### src/rtl/bus_rr_arbiter.sv
// bus_rr_arbiter: round-robin owner of the shared source bus with max-tenure pre-emption
module bus_rr_arbiter #(
   parameter int N_REQ    = 4,
   parameter int SEL_W    = 5,
   parameter int MAX_HOLD = 8
) (
   input  logic                   clk,
   input  logic                   rst,
   input  logic [N_REQ-1:0]       req,
   input  logic [N_REQ*SEL_W-1:0] sel_in,
   output logic [N_REQ-1:0]       grant,
   output logic [2:0]             owner,
   output logic                   busy,
   output logic [SEL_W-1:0]       read_en,
   output logic                   preempt
);
   localparam int HW = $clog2(MAX_HOLD + 1);
   typedef enum logic {IDLE, OWN} state_t;
   state_t            state_q, state_d;
   logic [N_REQ-1:0]  grant_q, grant_d;
   logic [2:0]        owner_q, owner_d, ptr_q, ptr_d, pick, idx;
   logic [SEL_W-1:0]  read_en_q, read_en_d;
   logic [HW-1:0]     hold_q, hold_d;
   logic              preempt_q, preempt_d, found, rel, give;
   logic [7:0]        req8, cand;
   logic [SEL_W-1:0]  sel_a [8];
   for (genvar g = 0; g < 8; g++) begin : g_sel
      if (g < N_REQ) begin : g_on
         assign sel_a[g] = sel_in[g*SEL_W +: SEL_W];
      end else begin : g_off
         assign sel_a[g] = '0;
      end
   end
   // the current owner never competes in its own hand-off search
   always_comb begin
      req8  = 8'(req);
      cand  = state_q == OWN ? req8 & ~8'(grant_q) : req8;
      found = 1'b0;
      pick  = '0;
      idx   = '0;
      for (int k = 0; k < N_REQ; k++) begin
         idx = 3'((32'(ptr_q) + k) % N_REQ);
         if (!found && cand[idx]) begin
            found = 1'b1;
            pick  = idx;
         end
      end
   end
   always_ff @(posedge clk) begin
      if (rst) begin
         state_q   <= IDLE;
         grant_q   <= '0;
         owner_q   <= '0;
         ptr_q     <= '0;
         read_en_q <= '0;
         hold_q    <= '0;
         preempt_q <= 1'b0;
      end else begin
         state_q   <= state_d;
         grant_q   <= grant_d;
         owner_q   <= owner_d;
         ptr_q     <= ptr_d;
         read_en_q <= read_en_d;
         hold_q    <= hold_d;
         preempt_q <= preempt_d;
      end
   end
   always_comb begin
      rel       = state_q == OWN && !req8[owner_q];
      give      = found && (state_q == IDLE || rel || hold_q >= HW'(MAX_HOLD));
      state_d   = state_q;
      grant_d   = grant_q;
      owner_d   = owner_q;
      ptr_d     = ptr_q;
      read_en_d = read_en_q;
      hold_d    = hold_q;
      preempt_d = 1'b0;
      if (give) begin
         state_d   = OWN;
         grant_d   = N_REQ'(8'd1 << pick);
         owner_d   = pick;
         ptr_d     = 3'((32'(pick) + 1) % N_REQ);
         read_en_d = sel_a[pick];
         hold_d    = HW'(1);
         preempt_d = state_q == OWN && !rel;
      end else if (rel) begin
         state_d   = IDLE;
         grant_d   = '0;
         read_en_d = '0;
         hold_d    = '0;
      end else if (state_q == OWN) begin
         read_en_d = sel_a[owner_q];
         hold_d    = hold_q >= HW'(MAX_HOLD) ? hold_q : hold_q + 1'b1;
      end
   end
   always_comb begin
      grant   = grant_q;
      owner   = owner_q;
      busy    = |grant_q;
      read_en = read_en_q;
      preempt = preempt_q;
   end
endmodule

### config.mk
export PLATFORM = sky130hd
export DESIGN_NAME = bus_rr_arbiter
export DESIGN_NICKNAME = d
export VERILOG_FILES = /design/src/rtl/bus_rr_arbiter.sv
export SDC_FILE = /design/constraint.sdc
export NUM_CORES = 1
export LEC_CHECK = 0
export CORE_AREA = 10 10 80 82
export CTS_CLUSTER_DIAMETER = 150
export DETAILED_ROUTE_END_ITERATION = 10
export DIE_AREA = 0 0 90 92
export SETUP_SLACK_MARGIN = 0.15
export SLEW_MARGIN = 10
export SYNTH_ARGS = -nofsm -noshare
export SYNTH_HDL_FRONTEND = slang
export SYNTH_SLANG_ARGS = --single-unit
### constraint.sdc
create_clock -name clk -period 2.45 [get_ports clk]
set_input_delay 0.6125 -clock clk [delete_from_list [all_inputs] [get_ports clk]]
set_output_delay 0.6125 -clock clk [all_outputs]
set_load 0.02 [all_outputs]
==> run_results.csv <==
group,metric,value,unit
route,vias,1303,
critical_path,path_buf_inv,3,
critical_path,critPathSlowestCell,"clkdlybuf4s50_1",
route,finalWirelength,4199,µm
critical_path,crit_arrival,2.38,ns
critical_path,cp-start-kind,"primary input",
synth,syn_nets,177,
sta,fin_skew,0.007377,ns
route,wl_per_cell,15.44,µm
power_and_ir_drop,leakage,0.8365,nW
synth,yosys.area_share.simple,14.11,%
cts,cts.sinks,19,
synth,syn-cell-area,1410,µm²
floorplan,core_area,4912,µm²
final_layout,final_cell_area,2090,µm²
critical_path,crit_type,"primary input to flop",
final_layout,area_growth,48.18,%
place,dp_hpwl,3307,µm
critical_path,crit_required,2.63,ns
critical_path,max_stage_delay,0.46,ns
synth,synth-seq-cells,19,
critical_path,critPathCaptureType,"flop",
synth,synth_top_family_by_area,"compound AO/OA/AOI/OAI gates",
floorplan,die_w,90,µm
sta,slew_viol_final,0,
route,wl_met2,2044,µm
cts,clk_path_buf_depth,2,
route,wl_met1,1920,µm
place,port_buffers,38,
cts,insertion_delay,0.26,ns
floorplan,die_area,8280,µm²
global_route,grt_pass1_vias,1376,
floorplan,die_h,92,µm
place,place.gp.congestion,0.8521,
synth,synthAdderAreaFrac,5.324,%
global_route,antenna_found_initial,0,
sta,rsz0062_at_grt,"false",
synth,synth-compound-area-share,25.55,%
place,dp_slack,-0.1208,ns
synth,yosys-top-cells-area,"dfxtp_1, mux4_2, mux2i_1",
final_layout,fill_cells,491,
synth,synth-seq-area-share,26.97,%
sta,hold_viol,0,
synth,ys_warn_count,0,
sta,finalSetupViolCount,0,
global_route,grt_pass1_wl,6699,µm
job,maxCapViolations,0,
route,firstDrtPassIters,4,
place,dp.cells,266,
sta,relSlewSlack,59.80,%
floorplan,io_pins,40,
sta,layout_setup_ws,0.2457,ns
sta,fin_crit_sh,89.97,%
route,top_layer,"met4",
sta,tightestPinTransition,0.6011,ns
route,met3_length,186,µm
synth,postSynthAreaPerCell,9.725,µm²
route,drtIter0Drc,69,
synth,synth_top_area_share,26.97,%
cts,path_clk_slew,0.07,ns
worst_hold_path,hold_path_class,"flop to flop",
cts,h-tree-depth,1,
place,dpl-instance-area,1991,µm²
synth,synth_xor_area_share,0.6211,%
critical_path,cp_max_fo,5,
synth,syn-instance-count,145,
synth,synth_ff_type,"dfxtp_1",
final_layout,diodes,0,
synth,yosysTopAreaCell,"dfxtp_1",
synth,asyncSetResetFlopFracSynth,0,%
synth,synth_cell_types,48,
status,run_status,"finished clean",
critical_path,path_cells,"clkdlybuf4s50_1, o21ba_1, a221o_2, o21ai_2, inv_2, buf_4, mux2i_1, a221oi_2",
global_route,grt.total_usage,9.675,%
floorplan,rows,26,
power_and_ir_drop,powerDensity,827.2,nW/µm²
final_layout,drive_gt1_share,27.23,%
cts,clockRootBuffer,"clkbuf_8",
route,vias_per_cell,4.790,
sta,timing.setup.tns,0,ns
cts,cts_tree,"yes",
final_layout,fin_cells,272,
global_route,gr-total-overflow,0,
cts,ctsHoldBuffers,0,
floorplan,start_util,28.71,%
synth,synth_edf_count,0,
critical_path,cp_top_family,"compound AO/OA/AOI/OAI gates",
power_and_ir_drop,vdd_drop_max,293.1,µV
synth,synth_mux_area_share,20.41,%
route,drc,0,
cts,cts_buffers,3,
route,ant_nets,0,
final_layout,nets,235,
global_route,grt_max_degree,20,
sta,fmax,0.4537,GHz
sta,post-route-min-period,2.204,ns
cells in the mapped netlist, drive strengths merged (2+ instances only):
| cell | instances |
|---|---|
| nor3 | 3 |
| a21boi | 4 |
| o21ai | 3 |
| dfxtp | 19 |
| a221o | 2 |
| o21ba | 2 |
| mux2i | 13 |
| mux2 | 2 |
| nand3 | 5 |
| a211oi | 2 |
| nor2b | 2 |
| ha | 6 |
| inv | 10 |
| a21oi | 4 |
| nand3b | 2 |
| clkbuf | 2 |
| mux4 | 6 |
| o2bb2ai | 4 |
| o211ai | 2 |
| nand2b | 7 |
| buf | 6 |
| nand2 | 3 |
| a221oi | 5 |
| o211a | 2 |
| a31o | 4 |
| nor2 | 12 |
state kept, by name, indices dropped and copies added, names as in the netlist:
name	count
read_en	5
preempt	1
state_q	1
ptr_q	2
owner	2
grant	4
hold_q	4
layout make-up:
type | instances | area, µm² | share of cell area (%)
Clock buffer | 3 | 41.29 | 1.976
Clock inverter | 1 | 5.005 | 0.2395
Inverter | 10 | 37.54 | 1.796
Multi-Input combinational cell | 108 | 965.9 | 46.23
Sequential cell | 19 | 381.6 | 18.26
Tap cell | 70 | 87.58 | 4.192
Timing Repair Buffer | 61 | 570.5 | 27.31
kinds of logic after synthesis:
family / Yosys count
xor gates and xnor gates: 1
muxes: 21
buffers and inverters: 18
adders and majority gates: 6
AOI/OAI and AO/OA: 42
DFF: 19
other: 1
and+or+nand+nor: 37
report_power, final:
part | switching (mW) | leakage, nW | internal (mW) | total [mW]
logic | 0.486 | 0.654 | 0.542 | 1.03
clock network | 0.117 | 0.0255 | 0.113 | 0.231
registers | 0.0862 | 0.157 | 0.383 | 0.469
total | 0.690 | 0.837 | 1.04 | 1.73
worst paths after layout:
path / slack (ns) / cells past startpoint / from / to
worst min-delay path: 0.53 / 2 / hold_q[3] / hold_q[3]
worst max register to register: 0.49 / 6 / state_q / owner[1]
worst max-delay path: 0.25 / 8 / req[3] / read_en[4]
worst min register to register: 0.53 / 2 / hold_q[3] / hold_q[3]
metrics by stage:
stage	hold slack, ns	utilization, %	power (mW)
floorplan	0.4646	-	1.048
global placement	0.5014	40.52	1.463
detailed placement	0.5145	40.52	1.462
CTS	0.5258	41.47	1.692
global route	0.5576	42.54	1.840
finish	0.5288	42.54	1.728
worst register-to-register path, cell delays in order, from the launching register on:
cell and delay [ns]:
dfxtp_2 0.55, o21ba_2 0.22, a221o_1 0.33, o211ai_4 0.26, buf_4 0.20, mux2i_1 0.21, nor2_1 0.06
routing by layer:
metal,global-route usage (%),vias to the layer above
li1,-,659
met1,11.61,611
met2,16.28,29
met3,2.526,4
met4,3.581,0
met5,0,-
layout by cell type, fill, tap and decap left out, drive strengths merged, types with 5 or more instances in the layout:
cell,count
nand2b,7
buf,23
mux2i,13
ha,6
inv,10
dfxtp,19
clkdlybuf4s50,36
nor2,12
nand3,5
a221oi,5
mux4,6
what timing repair did:
| item | in CTS | in global routing |
|---|---|---|
| setup buffers | 0 | 2 |
| setup endpoints to repair | 1 | 8 |
| pin swaps | 0 | 1 |
| gates resized for setup | 1 | 9 |
| gates cloned | 0 | 0 |
Note: power is estimated with default switching activity, not from simulation.
